[config.mk]
export PLATFORM = sky130hd
export DESIGN_NAME = iter_task_sched
export DESIGN_NICKNAME = d
export VERILOG_FILES = /design/src/rtl/iter_task_sched.sv
export SDC_FILE = /design/constraint.sdc
export NUM_CORES = 1
export LEC_CHECK = 0
export ABC_AREA = 1
export ABC_CLOCK_PERIOD_IN_PS = 9800
export CAP_MARGIN = 20
export CORE_ASPECT_RATIO = 0.9
export CORE_UTILIZATION = 35
export CTS_BUF_LIST = sky130_fd_sc_hd__clkbuf_4 sky130_fd_sc_hd__clkbuf_8
export DETAILED_ROUTE_END_ITERATION = 10
export GPL_ROUTABILITY_DRIVEN = 0
export SLEW_MARGIN = 20
export SYNTH_ARGS = -nofsm -noshare
export SYNTH_HDL_FRONTEND = slang
export SYNTH_SLANG_ARGS = --single-unit
[constraint.sdc]
create_clock -name ap_clk -period 9.8 [get_ports ap_clk]
set_input_delay 2.94 -clock ap_clk [delete_from_list [all_inputs] [get_ports ap_clk]]
set_output_delay 2.94 -clock ap_clk [all_outputs]
set_load 0.005 [all_outputs]
[src/rtl/iter_task_sched.sv]
// iter_task_sched: ap_ctrl sequencer that launches NUM_TASKS child tasks per iteration,
// waits for all of them, then advances a shared 64-bit base address. Watchdog: ITER_TASK_SCHED_WDOG_EN.
module iter_task_sched #(
    parameter int NUM_TASKS   = 6,
    parameter int ITER_W      = 32,
    parameter int WDOG_CYCLES = 1048576
) (
    input  logic                 ap_clk,
    input  logic                 ap_rst,
    input  logic                 ap_start,
    output logic                 ap_ready,
    output logic                 ap_done,
    output logic                 ap_idle,
    input  logic [ITER_W-1:0]    iters,
    input  logic [63:0]          base,
    input  logic [63:0]          stride,
    output logic [NUM_TASKS-1:0] task_ap_start,
    input  logic [NUM_TASKS-1:0] task_ap_ready,
    input  logic [NUM_TASKS-1:0] task_ap_done,
    input  logic [NUM_TASKS-1:0] task_ap_idle,
    output logic [63:0]          task_base,
    output logic [ITER_W-1:0]    iter_idx,
    output logic                 wdog_err
);

`ifdef ITER_TASK_SCHED_WDOG_EN
    typedef enum logic [2:0] {ST_IDLE, ST_RUN, ST_NEXT, ST_DONE, ST_ABORT} top_state_t;
`else
    typedef enum logic [1:0] {ST_IDLE, ST_RUN, ST_NEXT, ST_DONE} top_state_t;
`endif

    typedef enum logic [1:0] {
        T_IDLE  = 2'b00,
        T_START = 2'b01,
        T_FIN   = 2'b10,
        T_WAIT  = 2'b11
    } task_state_t;

    top_state_t                      state_q, state_d;
    logic [NUM_TASKS-1:0][1:0]       task_q, task_d;
    logic [ITER_W-1:0]               iters_q, iters_d;
    logic [ITER_W-1:0]               iter_idx_q, iter_idx_d;
    logic [63:0]                     stride_q, stride_d;
    logic [63:0]                     base_q, base_d;
    logic                            all_fin;
    logic                            launch;
    logic                            clear;
    logic                            unused_idle;

    // Task idle flags are observed by the host side only; they never steer the sequencer.
    assign unused_idle = ^task_ap_idle;

`ifdef ITER_TASK_SCHED_WDOG_EN
    localparam int WDOG_W = (WDOG_CYCLES > 1) ? $clog2(WDOG_CYCLES) : 1;
    localparam logic [WDOG_W-1:0] WDOG_LAST = WDOG_W'(WDOG_CYCLES - 1);

    logic [WDOG_W-1:0] wdog_cnt_q, wdog_cnt_d;
    logic              wdog_err_q, wdog_err_d;
`else
    logic unused_wdog;
    assign unused_wdog = |WDOG_CYCLES;
`endif

    always_comb begin
        all_fin = 1'b1;
        for (int i = 0; i < NUM_TASKS; i++) begin
            if (task_q[i] != T_FIN) all_fin = 1'b0;
        end
    end

    always_comb begin
        state_d    = state_q;
        iters_d    = iters_q;
        iter_idx_d = iter_idx_q;
        stride_d   = stride_q;
        base_d     = base_q;
        launch     = 1'b0;
        clear      = 1'b0;
`ifdef ITER_TASK_SCHED_WDOG_EN
        wdog_err_d = wdog_err_q;
`endif
        case (state_q)
            ST_IDLE: begin
                if (ap_start) begin
                    iters_d    = iters;
                    stride_d   = stride;
                    base_d     = base;
                    iter_idx_d = '0;
`ifdef ITER_TASK_SCHED_WDOG_EN
                    wdog_err_d = 1'b0;
`endif
                    if (iters == '0) begin
                        state_d = ST_DONE;
                    end else begin
                        state_d = ST_RUN;
                        launch  = 1'b1;
                    end
                end
            end
            ST_RUN: begin
                if (all_fin) begin
                    state_d = ST_NEXT;
`ifdef ITER_TASK_SCHED_WDOG_EN
                end else if (wdog_cnt_q == WDOG_LAST) begin
                    state_d    = ST_ABORT;
                    clear      = 1'b1;
                    wdog_err_d = 1'b1;
`endif
                end
            end
            ST_NEXT: begin
                if (iter_idx_q == iters_q - ITER_W'(1)) begin
                    state_d = ST_DONE;
                    clear   = 1'b1;
                end else begin
                    state_d    = ST_RUN;
                    iter_idx_d = iter_idx_q + ITER_W'(1);
                    base_d     = base_q + stride_q;
                    launch     = 1'b1;
                end
            end
            ST_DONE: state_d = ST_IDLE;
`ifdef ITER_TASK_SCHED_WDOG_EN
            ST_ABORT: state_d = ST_DONE;
`endif
            default: state_d = ST_IDLE;
        endcase
    end

    // Handshakes only move a task while the group is running; T_IDLE and T_FIN ignore them.
    always_comb begin
        task_d = task_q;
        for (int i = 0; i < NUM_TASKS; i++) begin
            if (launch) begin
                task_d[i] = T_START;
            end else if (clear) begin
                task_d[i] = T_IDLE;
            end else if (state_q == ST_RUN) begin
                case (task_q[i])
                    T_START: begin
                        if (task_ap_ready[i] && task_ap_done[i]) task_d[i] = T_FIN;
                        else if (task_ap_ready[i])               task_d[i] = T_WAIT;
                    end
                    T_WAIT: begin
                        if (task_ap_done[i]) task_d[i] = T_FIN;
                    end
                    default: task_d[i] = task_q[i];
                endcase
            end
        end
    end

`ifdef ITER_TASK_SCHED_WDOG_EN
    // The budget restarts on every entry into RUN, so it bounds each iteration separately.
    always_comb begin
        wdog_cnt_d = wdog_cnt_q;
        if (state_q != ST_RUN) wdog_cnt_d = '0;
        else                   wdog_cnt_d = wdog_cnt_q + WDOG_W'(1);
    end
`endif

    always_ff @(posedge ap_clk or posedge ap_rst) begin
        if (ap_rst) begin
            state_q    <= ST_IDLE;
            task_q     <= '0;
            iters_q    <= '0;
            iter_idx_q <= '0;
            stride_q   <= '0;
            base_q     <= '0;
`ifdef ITER_TASK_SCHED_WDOG_EN
            wdog_cnt_q <= '0;
            wdog_err_q <= 1'b0;
`endif
        end else begin
            state_q    <= state_d;
            task_q     <= task_d;
            iters_q    <= iters_d;
            iter_idx_q <= iter_idx_d;
            stride_q   <= stride_d;
            base_q     <= base_d;
`ifdef ITER_TASK_SCHED_WDOG_EN
            wdog_cnt_q <= wdog_cnt_d;
            wdog_err_q <= wdog_err_d;
`endif
        end
    end

    always_comb begin
        for (int i = 0; i < NUM_TASKS; i++) begin
            task_ap_start[i] = (task_q[i] == T_START);
        end
    end

    assign ap_done   = (state_q == ST_DONE);
    assign ap_ready  = ap_done;
    assign ap_idle   = (state_q == ST_IDLE);
    assign task_base = base_q;
    assign iter_idx  = iter_idx_q;

`ifdef ITER_TASK_SCHED_WDOG_EN
    assign wdog_err = wdog_err_q;
`else
    assign wdog_err = 1'b0;
`endif

endmodule
==> impl_metrics.json <==
{
  "worstSetupEndpointType": "flip-flop",
  "antenna_found_initial": 0,
  "hold_viol": 0,
  "status": "complete, no violations",
  "vias": 15830,
  "crit_end": "iter_idx[11]",
  "worstReg2RegStart": "iters_q[0]",
  "yosysSeqAreaShare": 0.3487,
  "startpoint_type": "primary input",
  "worstSetupPathType": "primary input to flip-flop",
  "initial_core_util": 0.3541,
  "grt_pass1_vias": 15370,
  "cts_tree": "done",
  "rsz0062_at_grt": "no",
  "synth_fp_nets": 2432,
  "cts_root_buffer": "clkbuf_8",
  "synthCells": 2185,
  "ant_nets": 0,
  "fp.dieW_um": 218.6,
  "fin_crit_sh": 0.6128,
  "clock_path_buffers": 3,
  "dieArea_um2": 43070,
  "core_um2": 41750,
  "yosys.area.top_type": "dfrtp_1",
  "power.total_mw": 6.490,
  "ys.warnings.count": 0,
  "wl_per_cell_um": 17.26,
  "finalSetupViolCount": 0,
  "fin_skew_ns": 0.02591,
  "finalCriticalPeriod_ns": 6.005,
  "hold_ws_ns": 0.4772,
  "tns_ns": 0,
  "drv_slew": 0,
  "worstMarginPinSlew_ns": 1.006,
  "hold_depth": 2,
  "wl_um": 52310,
  "area_delta_synth_final_pct": 27.93,
  "ys_ff_latch": 206,
  "numClockSinks": 206,
  "reg2reg_to": "iter_idx[11]",
  "nets": 2702,
  "p_leak_nw": 8.616,
  "antenna_cells": 0,
  "cts_hold_repair.buffers": 0,
  "vdd_drop_max_v": 0.0001340,
  "drtIter0Drc": 1416,
  "grt_max_degree": 77,
  "cts_resized": 0,
  "clock_latency_ns": 0.56,
  "rr_worst_depth": 18,
  "dpl.hpwl_um": 39480,
  "avgSynthCellArea_um2": 6.766,
  "port_buffers": 279,
  "grt_pass1_wl_um": 82780,
  "cts_setup_buffers": 0,
  "synth_cell_types": 50,
  "drv_cap": 0,
  "crit_start": "ap_start",
  "vias_per_cell": 5.222,
  "firstDrtPassIters": 5,
  "h-tree-depth": 2,
  "die_h_um": 197.0,
  "worstPathArrival_ns": 6.45,
  "grt_use_total": 0.2418,
  "reg2reg_slack_ns": 5.60,
  "crit_path_max_fanout": 65,
  "synthTopCellsByArea": "dfrtp_1 35%, nand2_1 17%, nor2_1 7.3%",
  "max_slew_margin": 0.3285,
  "power_per_cell_area_nw_per_um2": 343.2,
  "syn_area_um2": 14780,
  "drive_above_1_share": 0.04750,
  "numCtsBuffers": 40,
  "row_count": 71,
  "path_clk_slew_ns": 0.07,
  "grt_overflow": 0,
  "ios": 287,
  "drcViolationCount": 0,
  "synth_top_area_share": 0.3487,
  "worstHoldPathType": "flip-flop to flip-flop",
  "fmax_ghz": 0.1665,
  "cp_data_required_time_ns": 10.24
}
==> power by group <==
| part | total [mW] | leakage, nW | switching, mW | internal [mW] |
|---|---|---|---|---|
| combinational | 4.05 | 5.63 | 2.55 | 1.50 |
| sequential | 1.54 | 2.55 | 0.339 | 1.20 |
| clock | 0.897 | 0.439 | 0.397 | 0.500 |
| total | 6.49 | 8.62 | 3.29 | 3.20 |
==> cell type report <==
class | instances | area (um^2)
clock buffers | 59 | 762.0
clock inverters | 12 | 71.32
multi-input cells | 1716 | 8596
flip-flops and latches | 206 | 5155
repair buffers | 291 | 2887
fillers | 4291 | 22840
well taps | 547 | 684.4
inverters | 200 | 758.2
==> worst min path at each step <==
stage	start	to	slack [ns]
after floorplan	stride_q[0]	stride_q[0]	0.45
after global placement	stride_q[42]	stride_q[42]	0.46
after detailed placement	stride_q[56]	stride_q[56]	0.47
after CTS	stride_q[56]	stride_q[56]	0.48
after global routing	stride_q[56]	stride_q[56]	0.49
final	stride_q[38]	stride_q[38]	0.48
==> cell usage in the layout, fill, tap and decap left out, types with 26 or more instances in the layout <==
| cell | netlist | final |
|---|---|---|
| nand2_1 | 656 | 656 |
| nor2_1 | 288 | 286 |
| clkdlybuf4s50_1 | 0 | 279 |
| dfrtp_1 | 206 | 206 |
| inv_1 | 196 | 194 |
| a21oi_1 | 148 | 148 |
| o21ai_0 | 143 | 143 |
| nand3_1 | 99 | 99 |
| ha_1 | 65 | 65 |
| clkbuf_8 | 0 | 51 |
| xor2_1 | 50 | 50 |
| a31oi_1 | 44 | 44 |
| nor3_1 | 29 | 29 |
| xnor2_1 | 28 | 28 |
| nand4_1 | 26 | 26 |
==> through the flow <==
step                      setup slack, ns  area [um^2]  cells    util
after global routing                3.446        18910   3031  0.4530
after global placement              3.241        18080   2960  0.4329
after CTS                           3.797        18910   3031  0.4529
after detailed placement            3.231        18080   2960  0.4329
final                               3.795        18910   3031  0.4530
after floorplan                     1.236        14780   2185       -
==> cells in the mapped netlist (all sizes together) <==
master	instances
a211oi	2
a21boi	6
a21o	4
a21oi	148
a221oi	1
a31oi	44
and2	2
and3	4
buf	20
clkbuf	43
clkinv	1
conb	1
dfrtp	206
fa	1
ha	65
inv	199
nand2	662
nand3	100
nand3b	6
nand4	26
nor2	295
nor3	29
nor3b	1
nor4	20
o2111ai	2
o211ai	15
o21a	4
o21ai	157
o21bai	13
o22ai	8
o31ai	6
o41ai	1
or2	13
or4	1
xnor2	28
xnor3	1
xor2	50
==> worst max-delay path, stage by stage <==
cell	delay, ns
clkdlybuf4s50_1	0.42
inv_1	0.10
nor2_4	0.04
buf_4	0.31
inv_2	0.82
nand2_4	0.56
inv_2	0.13
buf_4	0.63
nor2_1	0.17
o21ai_0	0.23
nor2_1	0.07
==> state kept, by name (all words and copies together) (netlist names) <==
name	count
stride_q	64
iter_idx	32
task_base	64
state_q	2
task_q	12
iters_q	32
==> routing by layer <==
layer	GRT usage	wire, um	vias to the layer above
met3	0.03302	3458	91
met2	0.3557	21910	619
met5	0	0	-
met4	0.06760	1211	0
li1	-	-	7725
met1	0.3648	25730	7393
==> cell families after synthesis <==
kind of cell,Yosys count,synth area share
compound gates,411,0.1530
xor+xnor,79,0.04773
fa+ha+maj,66,0.05636
buf+inv,263,0.07126
flops,206,0.3487
other cells,1,0.0002536
simple gates,1159,0.3227
Note: power is estimated with default switching activity, not from simulation.
